**config.mk**
```make
export PLATFORM = sky130hd
export DESIGN_NAME = updown_counter_nbits
export DESIGN_NICKNAME = d
export VERILOG_FILES = /design/src/rtl/updown_counter_nbits.sv
export SDC_FILE = /design/constraint.sdc
export NUM_CORES = 1
export LEC_CHECK = 0
export CAP_MARGIN = 20
export CORE_UTILIZATION = 30
export CTS_BUF_LIST = sky130_fd_sc_hd__clkbuf_8
export DETAILED_ROUTE_END_ITERATION = 12
export PLACE_DENSITY = 0.58
export SLEW_MARGIN = 40
export SYNTH_ARGS = -nofsm -noshare
export SYNTH_HDL_FRONTEND = slang
export SYNTH_SLANG_ARGS = --single-unit
export TNS_END_PERCENT = 50
```
**constraint.sdc**
```tcl
create_clock -name clk -period 3.1 [get_ports clk]
set_input_delay 0.62 -clock clk [delete_from_list [all_inputs] [get_ports clk]]
set_output_delay 0.62 -clock clk [all_outputs]
set_load 0.01 [all_outputs]
```
**src/rtl/updown_counter_nbits.sv**
```systemverilog
// updown_counter_nbits: prescaled up/down counter with load, wrap/saturate end mode and two-digit hex readout
module updown_counter_nbits #(
    parameter int N        = 6,
    parameter int PRESCALE = 1,
    parameter int WRAP     = 1
) (
    input  logic         clk,
    input  logic         reset,
    input  logic         en,
    input  logic         up,
    input  logic         load,
    input  logic [N-1:0] load_value,
    output logic [N-1:0] count,
    output logic         tc,
    output logic         done,
    output logic [6:0]   led1,
    output logic [6:0]   led2
);
    localparam int PW = PRESCALE > 1 ? $clog2(PRESCALE) : 1;
    localparam logic [6:0] SEG [16] = '{
        7'b1000000, 7'b1111001, 7'b0100100, 7'b0110000,
        7'b0011001, 7'b0010010, 7'b0000010, 7'b1111000,
        7'b0000000, 7'b0010000, 7'b0001000, 7'b0000011,
        7'b1000110, 7'b0100001, 7'b0000110, 7'b0001110
    };

    logic [PW-1:0] pre;
    logic [7:0]    wide;
    logic          tick;
    logic          at_term;

    assign tick    = en && pre == PW'(PRESCALE - 1);
    assign at_term = count == (up ? {N{1'b1}} : {N{1'b0}});
    // zero-extend so the high digit reads 0 for narrow counters
    assign wide    = 8'(count);
    assign led1    = SEG[wide[3:0]];
    assign led2    = SEG[wide[7:4]];

    always_ff @(posedge clk) begin
        if (reset) begin
            count <= '1;
            pre   <= '0;
            tc    <= 1'b0;
            done  <= 1'b0;
        end else if (load) begin
            count <= load_value;
            pre   <= '0;
            tc    <= 1'b0;
            done  <= 1'b0;
        end else begin
            tc <= 1'b0;
            if (en)
                pre <= tick ? '0 : pre + PW'(1);
            if (tick) begin
                if (!at_term)
                    count <= up ? count + N'(1) : count - N'(1);
                else if (WRAP != 0) begin
                    count <= ~count;
                    tc    <= 1'b1;
                end else if (!done) begin
                    done <= 1'b1;
                    tc   <= 1'b1;
                end
            end
        end
    end
endmodule
```
==> results.toml, run 1 <==
[status]
run_status = "finished clean"

[die]
rows = 19
floorplan.die.width_um = 56.5
core_area_um2 = 2780
die_outline_area_um2 = 3200
chipHeight_um = 56.5
boundaryPins = 33
initial_core_util_pct = 32.1

[global_routing]
grt_pass1_vias = 834
grt_first_pass_wirelength_um = 3680
grt_use_total_pct = 14.5
grt_max_degree = 17
antenna_found_initial = 0
gr_ovfl_total = 0

[yosys]
synth_edf_count = 0
ys_top_cells_by_area = "sky130_fd_sc_hd__dfxtp_1 18%, sky130_fd_sc_hd__ha_1 14%, sky130_fd_sc_hd__mux2i_1 7.9%"
yosysWarningCount = 0
syn-mean-instance-area_um2 = 8.42
synth_cell_type_count = 43
netlist.top_cell.by_area = "sky130_fd_sc_hd__dfxtp_1"
syn_inst = 106
ys_top_cells_by_count = "10 x sky130_fd_sc_hd__ha_1, 9 x sky130_fd_sc_hd__a21oi_1, 8 x sky130_fd_sc_hd__dfxtp_1"
synth_most_common_cell = "sky130_fd_sc_hd__ha_1"
ys_seq_elements = 8
synthArstFlopShare_pct = 0
syn_std_cell_area_um2 = 892
synth-seq-area-share_pct = 18.0
synth-main-ff-cell = "sky130_fd_sc_hd__dfxtp_1"
synth_top_area_share_pct = 18.0

[sta]
fin_worst_hold_slack_ns = 0.492
worst_clock_skew_ns = 0.00248
setup_viol = 0
slew_violations = 0
final_min_period_over_clock_period_pct = 90.5
min_period_ns = 2.81
finalSetupTns_ns = 0
rsz_0062_raised_after_global_routing = "false"
finalHoldViolations = 0
transition_time_at_the_pin_with_the_least_slew_margin_ns = 0.687
slew_headroom_pct = 54.2
timing.fmax_mhz = 356

[pwr]
pwr-share-comb_pct = 46.7
total_power_mw = 0.473
power.switching_fraction_pct = 33.3
p_leak_nw = 0.526
pwr_density_cell_nw_per_um2 = 384
power.internal_mw = 0.316
power.ir.vdd_worst_v = 0.000277
net_sw_power_mw = 0.157
power.share.clock_pct = 25.9
power.share.sequential_pct = 27.5

[clock_network]
numCtsBuffers = 3
cts_setup_buffers = 0
worst_skew_pair.late_latency_ns = 0.23
cts-root-buf = "sky130_fd_sc_hd__clkbuf_8"
clkSinkCount = 8
cts_hold_buf = 0
cts_max_level = 1
clock_tree.buffer_depth = 2
post_cts_resized = 0
clkSlewWorstSetupHoldPaths_ns = 0.04
cts_tree = "built"

[drt]
met2RoutedLength_um = 1090
drt_drc_violations_left = 0
drtAntennaViolNets = 0
wl_met3_um = 144
wirelength_um = 2170
routed_wire_length_per_instance_um = 13.3
total_number_of_vias = 872
route.detailed.vias_per_inst = 5.35
drt_iter0_markers = 28
met1Wirelength_um = 936
1st_pass_router_iterations = 4
top_layer_used = "met4"

[placement]
final_weighted_congestion_in_routability_driven_placement = 0.765
dp_hpwl_um = 1630
dpl-instance-area_um2 = 1190
place_inst = 160
port-buffer-count = 30

[final_layout]
areaGrowthSynthToFinish_pct = 38.3
layout-drive-gt1-share_pct = 9.09
fin_cells = 163
fill_cells = 288
diodes = 0
nets = 156
final_design_area_no_fill_um2 = 1230

[worst_hold_path]
worst_hold_path_class = "reg2reg"

[setup_path]
timing.setup.critical_path_class = "reg2out"
timing.rr.start = "count[3]"
critPathArrivalTime_ns = 2.19
crit_required_ns = 2.48
timing.critical_path.from_type = "register"
worstReg2RegEnd = "count[3]"
critPathCaptureType = "output pin"
critical_path_source = "count[1]"
crit_path_max_fanout = 10
worst-r2r-cell-count = 6
setup_slack_reg_to_reg_ns = 0.94
worstSetupEndpoint = "led1[3]"

[flow_run]
maximum_capacitance_violations = 0
-- cell usage in the layout, fill, tap and decap left out, types with 2 or more instances in the layout --
cell type	instances
sky130_fd_sc_hd__conb_1	2
sky130_fd_sc_hd__a21oi_1	9
sky130_fd_sc_hd__nand2b_1	3
sky130_fd_sc_hd__nor2b_1	2
sky130_fd_sc_hd__inv_1	6
sky130_fd_sc_hd__xnor2_1	4
sky130_fd_sc_hd__dfxtp_1	8
sky130_fd_sc_hd__nand3_1	2
sky130_fd_sc_hd__o21ai_0	5
sky130_fd_sc_hd__or3_1	2
sky130_fd_sc_hd__clkbuf_8	3
sky130_fd_sc_hd__o21ai_1	3
sky130_fd_sc_hd__clkdlybuf4s50_1	30
sky130_fd_sc_hd__ha_1	10
sky130_fd_sc_hd__a21o_1	2
sky130_fd_sc_hd__nor2_1	4
sky130_fd_sc_hd__mux2i_1	7
sky130_fd_sc_hd__nor3_1	3
sky130_fd_sc_hd__nand2_1	4
-- power groups by stage --
stage               registers (mW)  logic [mW]  clock network, mW
CTS                          0.130       0.223              0.127
finish                       0.130       0.221              0.122
global route                 0.133       0.242              0.130
global placement             0.131       0.219                  0
detailed placement           0.132       0.222                  0
floorplan                    0.129       0.133                  0
-- stage by stage --
step / setup WS, ns / utilization, %
after floorplan: 0.951 / -
after detailed placement: 0.278 / 42.9
final: 0.294 / 44.4
after global placement: 0.402 / 42.9
after global routing: 0.126 / 44.4
after CTS: 0.260 / 44.4
-- worst min-delay path by stage --
stage	start	endpoint	cells after the start
6_report	pre	pre	1
2_1_floorplan	pre	pre	1
3_3_place_gp	pre	pre	1
4_1_cts	pre	pre	1
5_1_grt	pre	pre	1
3_5_place_dp	pre	pre	1
-- critical path, stage by stage, from the launching register on --
cell	delay [ns]
sky130_fd_sc_hd__dfxtp_1	0.52
sky130_fd_sc_hd__inv_1	0.16
sky130_fd_sc_hd__ha_1	0.33
sky130_fd_sc_hd__inv_1	0.04
sky130_fd_sc_hd__mux4_2	0.43
sky130_fd_sc_hd__clkdlybuf4s50_1	0.49
-- sequential cells by signal (all words and copies together), names as in the netlist --
signal and cells:
tc 1, pre 1, count 6
-- final cells by class --
cell class / instances / area (um^2) / share of cell area (%)
clock buffer: 3 / 41.3 / 3.35
inverter: 6 / 22.5 / 1.83
multi-input combinational: 84 / 663 / 53.8
sequential: 8 / 160 / 13.0
tap: 31 / 38.8 / 3.14
timing repair buffer: 31 / 308 / 24.9
-- layer usage --
metal  vias up  track usage [%]
li1        426                -
met1       404             17.1
met2        40             26.1
met3         2             4.15
met4         0             2.44
met5         -                0
-- cell families after synthesis --
group | after synthesis | synth area share (%)
other cells | 1 | 0.420
mux | 9 | 11.6
buf+inv | 15 | 8.13
simple gates | 29 | 18.5
xor+xnor | 5 | 4.91
flops | 8 | 18.0
compound gates | 28 | 22.2
fa+ha+maj | 11 | 16.3
Note: power is estimated with default switching activity, not from simulation.
==> inputs of run 2 (changes only) <==
TNS_END_PERCENT = default   (was 50)
==> results of run 2 <==
No change in the layout: final DEF, timing and power equal those of run 1.
==> inputs of run 3 (changes only) <==
CORE_MARGIN = 2   (was default)
==> results.toml, run 3 (synthesized netlist as in run 1, its figures left out) <==
[status]
run_status = "finished clean"

[die]
core_area_um2 = 2780
die_outline_area_um2 = 3430
floorplan.die.width_um = 58.5
chipHeight_um = 58.5
initial_core_util_pct = 32.1
boundaryPins = 33
rows = 19

[sta]
slew_violations = 0
final_min_period_over_clock_period_pct = 90.8
rsz_0062_raised_after_global_routing = "false"
fin_worst_hold_slack_ns = 0.489
finalSetupTns_ns = 0
setup_viol = 0
timing.fmax_mhz = 355
worst_clock_skew_ns = 0.00417
slew_headroom_pct = 55.3
min_period_ns = 2.81
finalHoldViolations = 0
transition_time_at_the_pin_with_the_least_slew_margin_ns = 0.670

[final_layout]
nets = 156
layout-drive-gt1-share_pct = 9.09
top_regs = "count (6), pre (1), tc (1)"
fin_cells = 163
mostFrequentLayoutCells = "30 x sky130_fd_sc_hd__clkdlybuf4s50_1, 10 x sky130_fd_sc_hd__ha_1, 9 x sky130_fd_sc_hd__a21oi_1, 8 x sky130_fd_sc_hd__dfxtp_1, 7 x sky130_fd_sc_hd__mux2i_1"
postLayoutCoreUtil_pct = 44.4
largest_reg_flops = 6
mostFrequentLayoutCell = "sky130_fd_sc_hd__clkdlybuf4s50_1"
regMostFlops = "count"
diodes = 0
areaGrowthSynthToFinish_pct = 38.3

[global_routing]
grt_max_degree = 17
grt_first_pass_wirelength_um = 3550
gr_ovfl_total = 0
antenna_found_initial = 0
grt_pass1_vias = 818
grt_use_total_pct = 13.3

[clock_network]
clkSinkCount = 8
cts_tree = "built"
cts_hold_buf = 0
cts-root-buf = "sky130_fd_sc_hd__clkbuf_8"
cts_max_level = 1
worst_skew_pair.late_latency_ns = 0.23
post_cts_resized = 0
clkSlewWorstSetupHoldPaths_ns = 0.04
cts_setup_buffers = 0
clock_tree.buffer_depth = 2
numCtsBuffers = 3

[setup_path]
cp_common_cell = "sky130_fd_sc_hd__inv_1"
cp_slowest_cell = "sky130_fd_sc_hd__dfxtp_1"
timing.setup.critical_path_class = "reg2out"
crit_required_ns = 2.48
critPathCaptureType = "output pin"
crit_path_max_fanout = 10
critPathArrivalTime_ns = 2.19
cp_cell_sequence = "inv_1, ha_1, inv_1, mux4_2, clkdlybuf4s50_1"
critical_path.top_delay_family = "buffers and inverters"
critical_path_buf_inv_count = 3
largest_stage_delay_on_the_critical_path_ns = 0.52
timing.critical_path.from_type = "register"

[drt]
1st_pass_router_iterations = 4
drt_iter0_markers = 6
drt_drc_violations_left = 0
total_number_of_vias = 838
routed_wire_length_per_instance_um = 13.2
drtAntennaViolNets = 0
route.detailed.vias_per_inst = 5.14
wirelength_um = 2150

[pwr]
total_power_mw = 0.475
power.internal_mw = 0.316
net_sw_power_mw = 0.159
power.switching_fraction_pct = 33.4
power.share.sequential_pct = 27.2
power.ir.vdd_worst_v = 0.000330
p_leak_nw = 0.526
pwr_density_cell_nw_per_um2 = 385
power.share.clock_pct = 26.3
pwr-share-comb_pct = 46.5

[worst_hold_path]
worst_hold_path_class = "reg2reg"

[placement]
final_weighted_congestion_in_routability_driven_placement = 0.847
port-buffer-count = 30
dp_hpwl_um = 1660
place_inst = 160

[flow_run]
maximum_capacitance_violations = 0
run 3: cell counts in the layout (fill, tap and decap cells not counted):
Identical to the previous run, type by type.
run 3: power groups by stage:
| stage | Clock [mW] | Sequential [mW] | Combinational [mW] |
|---|---|---|---|
| detailed placement | 0 | 0.131 | 0.223 |
| global route | 0.135 | 0.132 | 0.242 |
| floorplan | 0 | 0.129 | 0.133 |
| finish | 0.125 | 0.129 | 0.221 |
| CTS | 0.128 | 0.130 | 0.224 |
| global placement | 0 | 0.131 | 0.219 |
run 3: layer usage:
layer / routed length [um] / track usage (%) / up-vias
met5: 0 / 0 / -
met4: 6 / 2.66 / 0
met3: 142 / 4.18 / 2
met2: 1010 / 23.4 / 32
met1: 995 / 15.9 / 378
li1: - / - / 426
run 3: final cells by class:
class	count	area (um^2)
clock buffers	3	41.3
fillers	290	1550
inverters	6	22.5
multi-input cells	84	663
flip-flops and latches	8	160
well taps	31	38.8
repair buffers	31	308
run 3: final timing paths:
kind | depth (start not counted) | from | endpoint | slack, ns
min | 1 | pre | pre | 0.49
max reg2reg | 6 | count[3] | count[5] | 0.96
min reg2reg | 1 | pre | pre | 0.49
max | 5 | count[1] | led1[3] | 0.29
run 3: worst register-to-register path, delay by kind of cell (launching register included):
kind	cells	cell delay, ns
multiplexers	1	0.27
AO/OA/AOI/OAI	2	0.32
AND/OR/NAND/NOR	2	0.31
adder cells (fa/ha/maj)	1	0.41
flip-flops	1	0.74
run 3: metrics by stage:
step	cell area, um^2	setup WS [ns]
detailed placement	1190	0.326
CTS	1230	0.244
floorplan	896	0.951
global route	1230	0.156
global placement	1190	0.402
finish	1230	0.286
